## src/rtl/lh_table_arb.sv

```systemverilog
// lh_table_arb: arbiter for the per-FID logic-hash / serial-number / PPL tables.
// Owns the table write port (zero-fill, ECDSA updates, host PIO writes) and
// shares the read port between the packet datapath and host PIO reads.
//
// state  | meaning
// -------+----------------------------------------------------------------
// S_INIT | zero-filling the tables; ECDSA updates dropped, PIO ignored
// S_RUN  | normal operation; ECDSA over PIO writes, datapath over PIO reads
// S_PRD  | PIO read in flight; capture RAM data and acknowledge

`ifndef FID_NBITS
`define FID_NBITS 4
`endif
`ifndef LOGIC_HASH_NBITS
`define LOGIC_HASH_NBITS 16
`endif
`ifndef SERIAL_NUM_NBITS
`define SERIAL_NUM_NBITS 8
`endif
`ifndef PPL_NBITS
`define PPL_NBITS 8
`endif

module lh_table_arb #(
  parameter int FID_NBITS = `FID_NBITS,
  parameter int LH_NBITS  = `LOGIC_HASH_NBITS,
  parameter int SN_NBITS  = `SERIAL_NUM_NBITS,
  parameter int PPL_NBITS = `PPL_NBITS,
  localparam int ENT_NBITS = PPL_NBITS + SN_NBITS + LH_NBITS
) (
  input  logic                 clk,
  input  logic                 rst,
  input  logic                 ecdsa_lh_wr,
  input  logic [FID_NBITS-1:0] ecdsa_lh_waddr,
  input  logic [LH_NBITS-1:0]  ecdsa_lh_wdata,
  input  logic [SN_NBITS-1:0]  ecdsa_lh_sn_wdata,
  input  logic [PPL_NBITS-1:0] ecdsa_lh_ppl_wdata,
  input  logic                 dp_rd,
  input  logic [FID_NBITS-1:0] dp_raddr,
  input  logic                 pio_req,
  input  logic                 pio_we,
  input  logic [FID_NBITS-1:0] pio_addr,
  input  logic [ENT_NBITS-1:0] pio_wdata,
  output logic                 pio_ack,
  output logic [ENT_NBITS-1:0] pio_rdata,
  input  logic                 clr_req,
  output logic                 tbl_wr,
  output logic [FID_NBITS-1:0] tbl_waddr,
  output logic [ENT_NBITS-1:0] tbl_wdata,
  output logic                 tbl_rd,
  output logic [FID_NBITS-1:0] tbl_raddr,
  input  logic [ENT_NBITS-1:0] tbl_rdata,
  output logic                 init_done,
  output logic [7:0]           drop_cnt
);

  typedef enum logic [1:0] {
    S_INIT = 2'd0,
    S_RUN  = 2'd1,
    S_PRD  = 2'd2
  } state_t;

  state_t               state;
  // One extra bit: the MSB marks "every address has been written".
  logic [FID_NBITS:0]   init_cnt;
  logic                 clr_pend;

  logic                 pio_take;
  logic                 pio_rd_issue;
  logic                 pio_wr_take;
  logic [ENT_NBITS-1:0] ecdsa_ent;

  // Request qualification and the combinational read-port mux.
  // The request is ignored during the ack cycle so a held level is not re-run.
  always_comb begin
    ecdsa_ent    = {ecdsa_lh_ppl_wdata, ecdsa_lh_sn_wdata, ecdsa_lh_wdata};
    pio_take     = pio_req && !pio_ack;
    pio_rd_issue = !rst && (state == S_RUN) && pio_take && !pio_we && !dp_rd;
    pio_wr_take  = (state == S_RUN) && pio_take && pio_we && !ecdsa_lh_wr;
    tbl_rd       = dp_rd || pio_rd_issue;
    tbl_raddr    = pio_rd_issue ? pio_addr : dp_raddr;
  end

  // Sequencer: zero-fill, write-port arbitration, PIO read completion.
  always_ff @(posedge clk) begin
    if (rst) begin
      state     <= S_INIT;
      init_cnt  <= '0;
      init_done <= 1'b0;
      clr_pend  <= 1'b0;
      tbl_wr    <= 1'b0;
      tbl_waddr <= '0;
      tbl_wdata <= '0;
      pio_ack   <= 1'b0;
      pio_rdata <= '0;
      drop_cnt  <= '0;
    end else begin
      tbl_wr  <= 1'b0;
      pio_ack <= 1'b0;
      case (state)
        S_INIT: begin
          if (ecdsa_lh_wr && (drop_cnt != 8'hff)) begin
            drop_cnt <= drop_cnt + 8'd1;
          end
          if (clr_req) begin
            init_cnt <= '0;
          end else if (!init_cnt[FID_NBITS]) begin
            tbl_wr    <= 1'b1;
            tbl_waddr <= init_cnt[FID_NBITS-1:0];
            tbl_wdata <= '0;
            init_cnt  <= init_cnt + 1'b1;
          end else begin
            state     <= S_RUN;
            init_done <= 1'b1;
          end
        end

        S_RUN: begin
          if (ecdsa_lh_wr) begin
            tbl_wr    <= 1'b1;
            tbl_waddr <= ecdsa_lh_waddr;
            tbl_wdata <= ecdsa_ent;
          end else if (pio_wr_take) begin
            tbl_wr    <= 1'b1;
            tbl_waddr <= pio_addr;
            tbl_wdata <= pio_wdata;
            pio_ack   <= 1'b1;
          end
          // A read being issued finishes first; the clear waits in clr_pend.
          if (pio_rd_issue) begin
            state    <= S_PRD;
            clr_pend <= clr_req;
          end else if (clr_req) begin
            state     <= S_INIT;
            init_done <= 1'b0;
            init_cnt  <= '0;
          end
        end

        S_PRD: begin
          if (ecdsa_lh_wr) begin
            tbl_wr    <= 1'b1;
            tbl_waddr <= ecdsa_lh_waddr;
            tbl_wdata <= ecdsa_ent;
          end
          pio_rdata <= tbl_rdata;
          pio_ack   <= 1'b1;
          if (clr_pend || clr_req) begin
            state     <= S_INIT;
            init_done <= 1'b0;
            init_cnt  <= '0;
            clr_pend  <= 1'b0;
          end else begin
            state <= S_RUN;
          end
        end

        default: begin
          state <= S_INIT;
        end
      endcase
    end
  end

endmodule

```

## config.mk

```make
export PLATFORM = sky130hd
export DESIGN_NAME = lh_table_arb
export DESIGN_NICKNAME = d
export VERILOG_FILES = /design/src/rtl/lh_table_arb.sv
export SDC_FILE = /design/constraint.sdc
export NUM_CORES = 1
export LEC_CHECK = 0
export BUFFER_PORTS_ARGS = -buffer_cell sky130_fd_sc_hd__buf_2
export CORE_MARGIN = 2
export CORE_UTILIZATION = 45
export DETAILED_ROUTE_END_ITERATION = 8
export PLACE_DENSITY = 0.77
export SLEW_MARGIN = 20
export SYNTH_ARGS = -nofsm -noshare
export SYNTH_HDL_FRONTEND = slang
export SYNTH_SLANG_ARGS = --single-unit
```

## constraint.sdc

```tcl
create_clock -name clk -period 2.3 [get_ports clk]
set_input_delay 0.575 -clock clk [delete_from_list [all_inputs] [get_ports clk]]
set_output_delay 0.575 -clock clk [all_outputs]
set_load 0.1 [all_outputs]
```

==> results_dict.tcl, run 1 <==
set metrics [dict create \
    placed_cells 686 \
    antenna_left 0 \
    worstMarginPinSlew_ps 671 \
    synthesis.area_sq_mm 0.00375 \
    rows 33 \
    fmax_ghz 0.439 \
    relSlewSlack_pct 54.1 \
    slowest_stage "dfxtp_2" \
    ir_drop_mv 0.398 \
    synth_edf_count 0 \
    vias_per_cell 5.26 \
    leakagePower_nw 2.35 \
    dp_hpwl_um 7460 \
    holdWs_ps 457 \
    clock-root-buffer "clkbuf_8" \
    cts_tree "yes" \
    die_x_um 95.3 \
    nets 719 \
    cts_sinks 87 \
    yosysSeqAreaShare_pct 46.4 \
    drcViolationCount 0 \
    crit_required_ps 1730 \
    die_area_sq_mm 0.00909 \
    antenna_found_initial 1 \
    grt_max_degree 73 \
    yosysTopAreaCellShare_pct 46.4 \
    rrSetupSlack_ps 220 \
    path_cells "inv_2 > ha_4 > and3b_2 > nand2_4 > mux2_4 > buf_12" \
    yosysMostFrequentCell "dfxtp_1" \
    setup_ws_ps 24.1 \
    utilization_pct 64.6 \
    worst_path_dominant_cell_family "flip-flops" \
    postSynthAreaPerCell_sq_um 9.29 \
    cts_max_level 3 \
    clk_latency_ps 350 \
    drive_above_1_share_pct 40.7 \
    async_flop_share_pct 0 \
    fin_crit_sh_pct 99.0 \
    syn_to_final_growth_pct 39.9 \
    grt_pass1_wl_um 15200 \
    wl_per_cell_um 14.2 \
    period_needed_ps 2280 \
    synth_fp_nets 525 \
    worstPathArrival_ps 1700 \
    start_kind "flop" \
    register_area_sq_mm 0.00175 \
    rsz0062_at_grt "true" \
    cts_inserted_buffers 9 \
    routed_wl_um 10100 \
    synth_top_cell_by_area "dfxtp_1" \
    yosys_warnings 0 \
    hold_path.class "in2reg" \
    gp_congestion 0.887 \
    first_pass_iters 4 \
    critPathKind "reg2out" \
    multi_input_area_sq_mm 0.00190 \
    ys_types 46 \
    die_height_um 95.3 \
    cp-end-kind "output pin" \
    initial_core_util_pct 46.1 \
    yosys-top-cells-count "dfxtp_1 (87), nor2_1 (81), a211oi_1 (37)" \
    grt_usage_pct 21.4 \
    design_area_sq_mm 0.00525 \
    cts.clk_slew.worst_paths_ps 90 \
    crit_fanout 5 \
    yosys-top-cells-area "dfxtp_1 (46%), mux2i_1 (9.1%), nor2_1 (8.1%), a211oi_1 (7.4%), a22oi_1 (6.4%)" \
    place.port_buffers 198 \
    setup_viol 0 \
    grt_pass1_vias 3319 \
    synth_seq_cells 87 \
    cpPeakStageDelay_ps 340 \
    nFillCells 685 \
    fin_skew_ps 8.41 \
    post-place-ws_ps 88.8 \
    syn-instance-count 404 \
    dpl_cell_area_sq_mm 0.00496 \
    max_cap_violations 0 \
    grt_remaining_overflow 0 \
    synth_flop_cell "dfxtp_1" \
    power_density_mw_per_mm2 760 \
    crit_buf_inv 2 \
    hold_buffers 0 \
    final_cells 708 \
    outcome "complete, no violations" \
    coreArea_sq_mm 0.00813 \
    drt_iter0_drc 111 \
    hold_violations 0 \
    slew_viol_final 0 \
    ios 199 \
    vias 3727 \
    cts_buffer_depth 2 \
]
==> layer usage <==
metal	vias up	track usage, %	share of wire [%]
met2	152	37.4	52
met4	0	6.76	1.1
met5	-	0	0
li1	1864	-	-
met3	9	6.80	8.0
met1	1702	25.0	39
==> timing repair <==
action,4_1_cts,5_1_grt
setup endpoints to repair,4,4
resized for setup,7,0
pin swaps,1,0
buffers inserted,3,3
endpoints found under the hold margin,0,0
==> final cells by class <==
type,instances,area share (%)
Clock inverter,6,1.81
Antenna cell,1,0.0477
Multi-Input combinational cell,278,36.2
Clock buffer,9,2.36
Inverter,9,0.643
Timing Repair Buffer,213,23.2
Tap cell,105,2.50
Sequential cell,87,33.2
==> tightest hold or removal path: stages <==
cell	delay, ps
buf_2	70
mux2i_1	50
nor2_1	70
==> cell families (layout without fill, tap and decap cells) <==
group,after synthesis,after routing,share of synthesized area (%)
flops,87,87,46.4
fa+ha+maj,6,6,2.00
compound gates,110,110,21.8
mux,38,38,10.3
simple gates,120,120,14.4
other cells,0,1,0
xor+xnor,4,4,0.934
buf+inv,39,237,4.23
==> worst paths after layout <==
kind,startpoint,end,depth (start not counted)
worst max-delay path,state[1]$_SDFFE_PP0P_,tbl_raddr[2],6
worst min-delay path,tbl_rdata[28],pio_rdata[28]$_SDFFE_PP0N_,3
worst min register to register,pio_rdata[7]$_SDFFE_PP0N_,pio_rdata[7]$_SDFFE_PP0N_,2
worst max register to register,state[1]$_SDFFE_PP0P_,tbl_wdata[4]$_SDFFE_PP0P_,8
==> where the power goes <==
group | internal (W) | leakage, nW | switching, W
Clock | 0.000615 | 0.103 | 0.000542
Combinational | 0.000278 | 1.54 | 0.000910
Sequential | 0.00159 | 0.710 | 0.0000529
Total | 0.00249 | 2.35 | 0.00151
==> placed cells by master, fill, tap and decap left out, drive strengths merged, types with 9 or more instances in the layout <==
cell and instances:
buf 213, nor2 82, mux2i 34, a211oi 37, a22oi 32, a21oi 10, nand2 10, dfxtp 87
inv 10, clkbuf 9
==> sequential cells by signal, indices dropped and copies added (netlist names) <==
name and count:
clr_pend 1, drop_cnt 8, init_cnt 5, init_done 1, pio_ack 1, pio_rdata 32, state 2, tbl_waddr 4
tbl_wdata 32, tbl_wr 1
==> metrics by stage <==
step                      setup TNS (ps)  total power, W
after floorplan                        0         0.00258
after global routing                -129         0.00416
after detailed placement               0         0.00286
after global placement                 0         0.00284
after CTS                              0         0.00403
final                                  0         0.00399
Power figures use the tool's default switching activity.
==> inputs of run 2 (changes only) <==
CORE_MARGIN = 4   (was 2)
==> run 2 against run 1 <==
  * The run now ends with setup timing left
  * Non-clock buffer count is 4 lower
  * Combinational power hardly changed
  * Sequential power hardly changed
  * Global-route usage is 0.63 points lower
  * Worst hold slack worse by 9.4 ps
  * Register-to-register slack hardly changed
==> results_dict.tcl, run 2 (same netlist as run 1, synthesis figures left out) <==
set metrics [dict create \
    ir_drop_mv 0.467 \
    ios 199 \
    max_cap_violations 0 \
    power_density_mw_per_mm2 737 \
    antenna_left 0 \
    start_kind "flop" \
    post-place-ws_ps 57.1 \
    initial_core_util_pct 45.9 \
    place.port_buffers 198 \
    setup_ws_ps -28.4 \
    leakagePower_nw 2.32 \
    grt_remaining_overflow 0 \
    rrSetupSlack_ps 220 \
    dp_hpwl_um 7820 \
    path_cells "inv_2 > ha_4 > and3b_2 > nand2_4 > mux2_4 > buf_12" \
    cts_buffer_depth 2 \
    cp-end-kind "output pin" \
    design_area_sq_mm 0.00518 \
    rr_startpoint "state[1]$_SDFFE_PP0P_" \
    die_height_um 99.3 \
    cts_tree "yes" \
    die_area_sq_mm 0.00987 \
    drt_iter0_drc 164 \
    hold_path.class "in2reg" \
    antenna_found_initial 1 \
    nets 715 \
    coreArea_sq_mm 0.00818 \
    switching_share_pct 40.5 \
    crit_required_ps 1730 \
    worstPathArrival_ps 1750 \
    min-delay-start "tbl_rdata[21]" \
    startpoint "state[1]$_SDFFE_PP0P_" \
    grt_usage_pct 20.8 \
    fin_crit_sh_pct 101 \
    cpPeakStageDelay_ps 350 \
    grt_max_degree 88 \
    rows 33 \
    slew_viol_final 0 \
    antenna_cells 0 \
    relSlewSlack_pct 41.7 \
    worst_path_dominant_cell_family "flip-flops" \
    routed_wl_um 10500 \
    dpl_cell_area_sq_mm 0.00496 \
    final_cell_mix "buf_2 (193), dfxtp_1 (84), nor2_1 (81)" \
    wl_per_cell_um 15.0 \
    crit_buf_inv 2 \
    intPower_w 0.00227 \
    holdWs_ps 447 \
    finalSetupTns_ps -93.1 \
    first_pass_iters 5 \
    vias_per_cell 5.38 \
    syn_to_final_growth_pct 38.0 \
    gp_congestion 0.851 \
    cts.clk_slew.worst_paths_ps 100 \
    setup_viol 4 \
    crit_fanout 7 \
    worstMarginPinSlew_ps 875 \
    fin_skew_ps 11.5 \
    grt_pass1_vias 3656 \
    power_frac_comb_pct 31.0 \
    p_sw_w 0.00155 \
    hold_violations 0 \
    violations "setup timing" \
    final_common_cell "buf_2" \
    hold_buffers 0 \
    slowest_stage "dfxtp_2" \
    die_x_um 99.3 \
    pwr-share-clk_pct 25.9 \
    cts_inserted_buffers 9 \
    cts_max_level 3 \
    drive_above_1_share_pct 40.4 \
    pwr-share-seq_pct 43.1 \
    rsz0062_at_grt "true" \
    fmax_ghz 0.429 \
    largestRegisters "pio_rdata (32), tbl_wdata (32), drop_cnt (8)" \
    vias 3788 \
    clock-root-buffer "clkbuf_8" \
    outcome "finished with violations" \
    clk_latency_ps 360 \
    cts_sinks 87 \
    period_needed_ps 2330 \
    grt_pass1_wl_um 16800 \
    drcViolationCount 0 \
    critPathKind "reg2out" \
]
-- run 2: cell count changes in the layout (fill, tap and decap cells not counted), sizes merged --
| cell | change |
|---|---|
| inv | +1 |
| diode | -1 |
| clkinv | +3 |
| bufinv | -2 |
| clkinvlp | -1 |
| buf | -4 |
-- run 2: final timing paths --
kind	end	cells after the start
setup / recovery	tbl_raddr[0]	6
hold / removal	pio_rdata[21]$_SDFFE_PP0N_	3
setup reg to reg	tbl_wdata[11]$_SDFFE_PP0P_	8
hold reg to reg	pio_rdata[8]$_SDFFE_PP0N_	2
-- run 2: power by group through the flow --
stage | Clock [W] | Combinational [W] | Sequential (W)
global route | 0.00109 | 0.00125 | 0.00166
detailed placement | 0 | 0.00118 | 0.00168
floorplan | 0 | 0.000319 | 0.00226
finish | 0.000990 | 0.00118 | 0.00165
global placement | 0 | 0.00117 | 0.00167
CTS | 0.00102 | 0.00119 | 0.00165
-- run 2: timing repair --
| item | in CTS | in global routing |
|---|---|---|
| hold endpoints to repair | 0 | 0 |
| pin swaps | 1 | 0 |
| resized for setup | 7 | 0 |
| buffers inserted | 2 | 1 |
| setup endpoints to repair | 5 | 4 |
-- run 2: final cells by class --
type / instances / area [sq um]
Clock inverter: 7 / 55.1
Fill cell: 690 / 3000
Tap cell: 105 / 131
Timing Repair Buffer: 209 / 1190
Inverter: 9 / 33.8
Multi-Input combinational cell: 278 / 1900
Sequential cell: 87 / 1750
Clock buffer: 9 / 124
-- run 2: stage by stage --
stage	total power, W	utilization, %	std cells
floorplan	0.00258	-	404
global placement	0.00284	60.6	685
detailed placement	0.00286	60.6	685
CTS	0.00385	63.3	703
global route	0.00400	63.3	704
finish	0.00382	63.3	704
-- run 2: tightest hold or removal path, delay by kind of cell --
| kind | cells | cell delay [ps] |
|---|---|---|
| buf+inv | 1 | 70 |
| mux | 1 | 50 |
| simple gates | 1 | 70 |
-- run 2: routing by layer --
layer,vias up,global-route usage (%),routed length (um)
met2,153,36.8,5430
met4,2,6.93,161
met5,-,0,13
met3,18,6.66,885
met1,1750,23.7,4050
li1,1865,-,-
==> inputs of run 3 (changes only) <==
ABC_AREA = 1   (was unset)
CORE_UTILIZATION = 46   (was 45)
==> run 3 against run 2 <==
  * The flow now finishes without violations
  * Sequential power down 2%
  * Final cell count up 30%
  * Highest routed layer is now met4
  * Synthesized area up 9.8%
==> results_dict.tcl, run 3 <==
set metrics [dict create \
    outcome "complete, no violations" \
    drive_above_1_share_pct 32.4 \
    yosysSeqAreaShare_pct 42.2 \
    synth_edf_count 0 \
    cts_max_level 3 \
    post-place-ws_ps 115 \
    yosysTopAreaCellShare_pct 42.2 \
    setup_viol 0 \
    crit_required_ps 1730 \
    wl_per_cell_um 13.3 \
    vias 4515 \
    place.port_buffers 198 \
    start_kind "flop" \
    setup_ws_ps 76.1 \
    holdWs_ps 444 \
    nFillCells 783 \
    cp-end-kind "output pin" \
    yosys-top-cells-count "nand2_1 (118), nor2_1 (109), dfxtp_1 (87)" \
    die_x_um 103 \
    die_height_um 103 \
    grt_pass1_wl_um 19100 \
    drt_iter0_drc 210 \
    max_cap_violations 0 \
    intPower_w 0.00235 \
    rows 34 \
    ir_drop_mv 0.322 \
    ios 199 \
    cts.clk_slew.worst_paths_ps 80 \
    period_needed_ps 2220 \
    critPathKind "reg2out" \
    slew_viol_final 0 \
    antenna_found_initial 0 \
    worstMarginPinSlew_ps 554 \
    power_frac_comb_pct 28.5 \
    clock-root-buffer "clkbuf_8" \
    synth_top_cell_by_area "dfxtp_1" \
    syn_to_final_growth_pct 35.1 \
    grt_usage_pct 22.6 \
    pwr-share-seq_pct 43.4 \
    synthesis.area_sq_mm 0.00412 \
    cts_tree "yes" \
    cts_buffer_depth 2 \
    syn-instance-count 613 \
    ys_types 31 \
    final_common_cell "buf_2" \
    cts_inserted_buffers 9 \
    postSynthAreaPerCell_sq_um 6.73 \
    antenna_cells 0 \
    first_pass_iters 4 \
    worstPathArrival_ps 1650 \
    vias_per_cell 4.93 \
    pwr-share-clk_pct 28.1 \
    routed_wl_um 12200 \
    grt_max_degree 37 \
    die_area_sq_mm 0.0105 \
    yosys_warnings 0 \
    leakagePower_nw 2.87 \
    fin_crit_sh_pct 96.7 \
    drcViolationCount 0 \
    nets 926 \
    yosysMostFrequentCell "nand2_1" \
    coreArea_sq_mm 0.00872 \
    clk_latency_ps 350 \
    synth_seq_cells 87 \
    synth_flop_cell "dfxtp_1" \
    synth_fp_nets 734 \
    fin_skew_ps 9.00 \
    antenna_left 0 \
    dp_hpwl_um 9230 \
    final_cell_mix "buf_2 (193), nand2_1 (116), nor2_1 (108)" \
    power_density_mw_per_mm2 665 \
    rsz0062_at_grt "false" \
    cts_sinks 87 \
    grt_remaining_overflow 0 \
    grt_pass1_vias 4172 \
    crit_fanout 5 \
    switching_share_pct 36.5 \
    relSlewSlack_pct 62.9 \
    finalSetupTns_ps 0 \
    fmax_ghz 0.450 \
    async_flop_share_pct 0 \
    p_sw_w 0.00135 \
    yosys-top-cells-area "dfxtp_1 (42%), nand2_1 (11%), o21ai_0 (10%), nor2_1 (9.9%), inv_1 (6.0%)" \
    hold_buffers 0 \
    hold_violations 0 \
    hold_path.class "in2reg" \
    initial_core_util_pct 47.3 \
    gp_congestion 0.909 \
    largestRegisters "pio_rdata (32), tbl_wdata (32), drop_cnt (8)" \
]
-- run 3: worst paths after layout --
path,cells past startpoint,end,slack (ps),from
setup / recovery,6,tbl_raddr[3],80,state[0]$_SDFFE_PP0P_
hold / removal,3,pio_rdata[17]$_SDFFE_PP0N_,440,tbl_rdata[17]
setup reg to reg,8,tbl_wdata[28]$_SDFFE_PP0P_,280,state[0]$_SDFFE_PP0P_
hold reg to reg,2,tbl_wdata[20]$_SDFFE_PP0P_,470,tbl_wdata[20]$_SDFFE_PP0P_
-- run 3: logic make-up after synthesis --
logic type,count (synthesis),synth area share (%)
flip-flops,87,42.2
AND/OR/NAND/NOR,278,27.5
buffers and inverters,102,10.1
adder cells (fa/ha/maj),6,1.82
XOR/XNOR,2,0.425
AO/OA/AOI/OAI,138,18.0
-- run 3: power groups by stage --
stage	logic (W)	clock network (W)	registers (W)
finish	0.00106	0.00104	0.00161
global route	0.00114	0.00113	0.00162
CTS	0.00106	0.00107	0.00161
detailed placement	0.00104	0	0.00164
global placement	0.00103	0	0.00164
floorplan	0.000417	0	0.00201
-- run 3: worst max-delay path: stages, from the launching register on --
cell     delay, ps
dfxtp_2        390
ha_4           150
nand2_2         60
nor2_4         150
nand3_4        150
o21ai_4        200
buf_12         200
-- run 3: routing by layer --
metal | vias to the layer above | part of all wire, % | global-route usage, %
li1 | 2325 | - | -
met1 | 1976 | 42 | 28.3
met2 | 193 | 46 | 36.5
met3 | 21 | 11 | 8.12
met4 | 0 | 1.5 | 7.27
met5 | - | 0 | 0
-- run 3: repair_timing --
item / 4_1_cts / 5_1_grt
endpoints found under the hold margin: 0 / 0
resized for setup: 10 / 0
setup endpoints to repair: 4 / 2
cloned: 1 / 0
setup buffers: 2 / 1
pin swaps: 3 / 2
-- run 3: stage by stage --
stage               cells  area (sq um)  power [W]  util [%]
finish                916          5570    0.00371      63.9
detailed placement    898          5310    0.00268      60.9
global route          916          5570    0.00389      63.9
floorplan             613          4190    0.00242         -
global placement      898          5310    0.00267      60.9
CTS                   915          5560    0.00373      63.8
-- run 3: layout make-up --
cell class	count	area [sq um]	share of cell area, %
multi-input cells	425	2070	37.2
flip-flops and latches	87	1750	31.3
repair buffers	212	1170	21.0
inverters	70	263	4.72
clock buffers	11	141	2.54
well taps	108	135	2.43
clock inverters	3	45.0	0.808
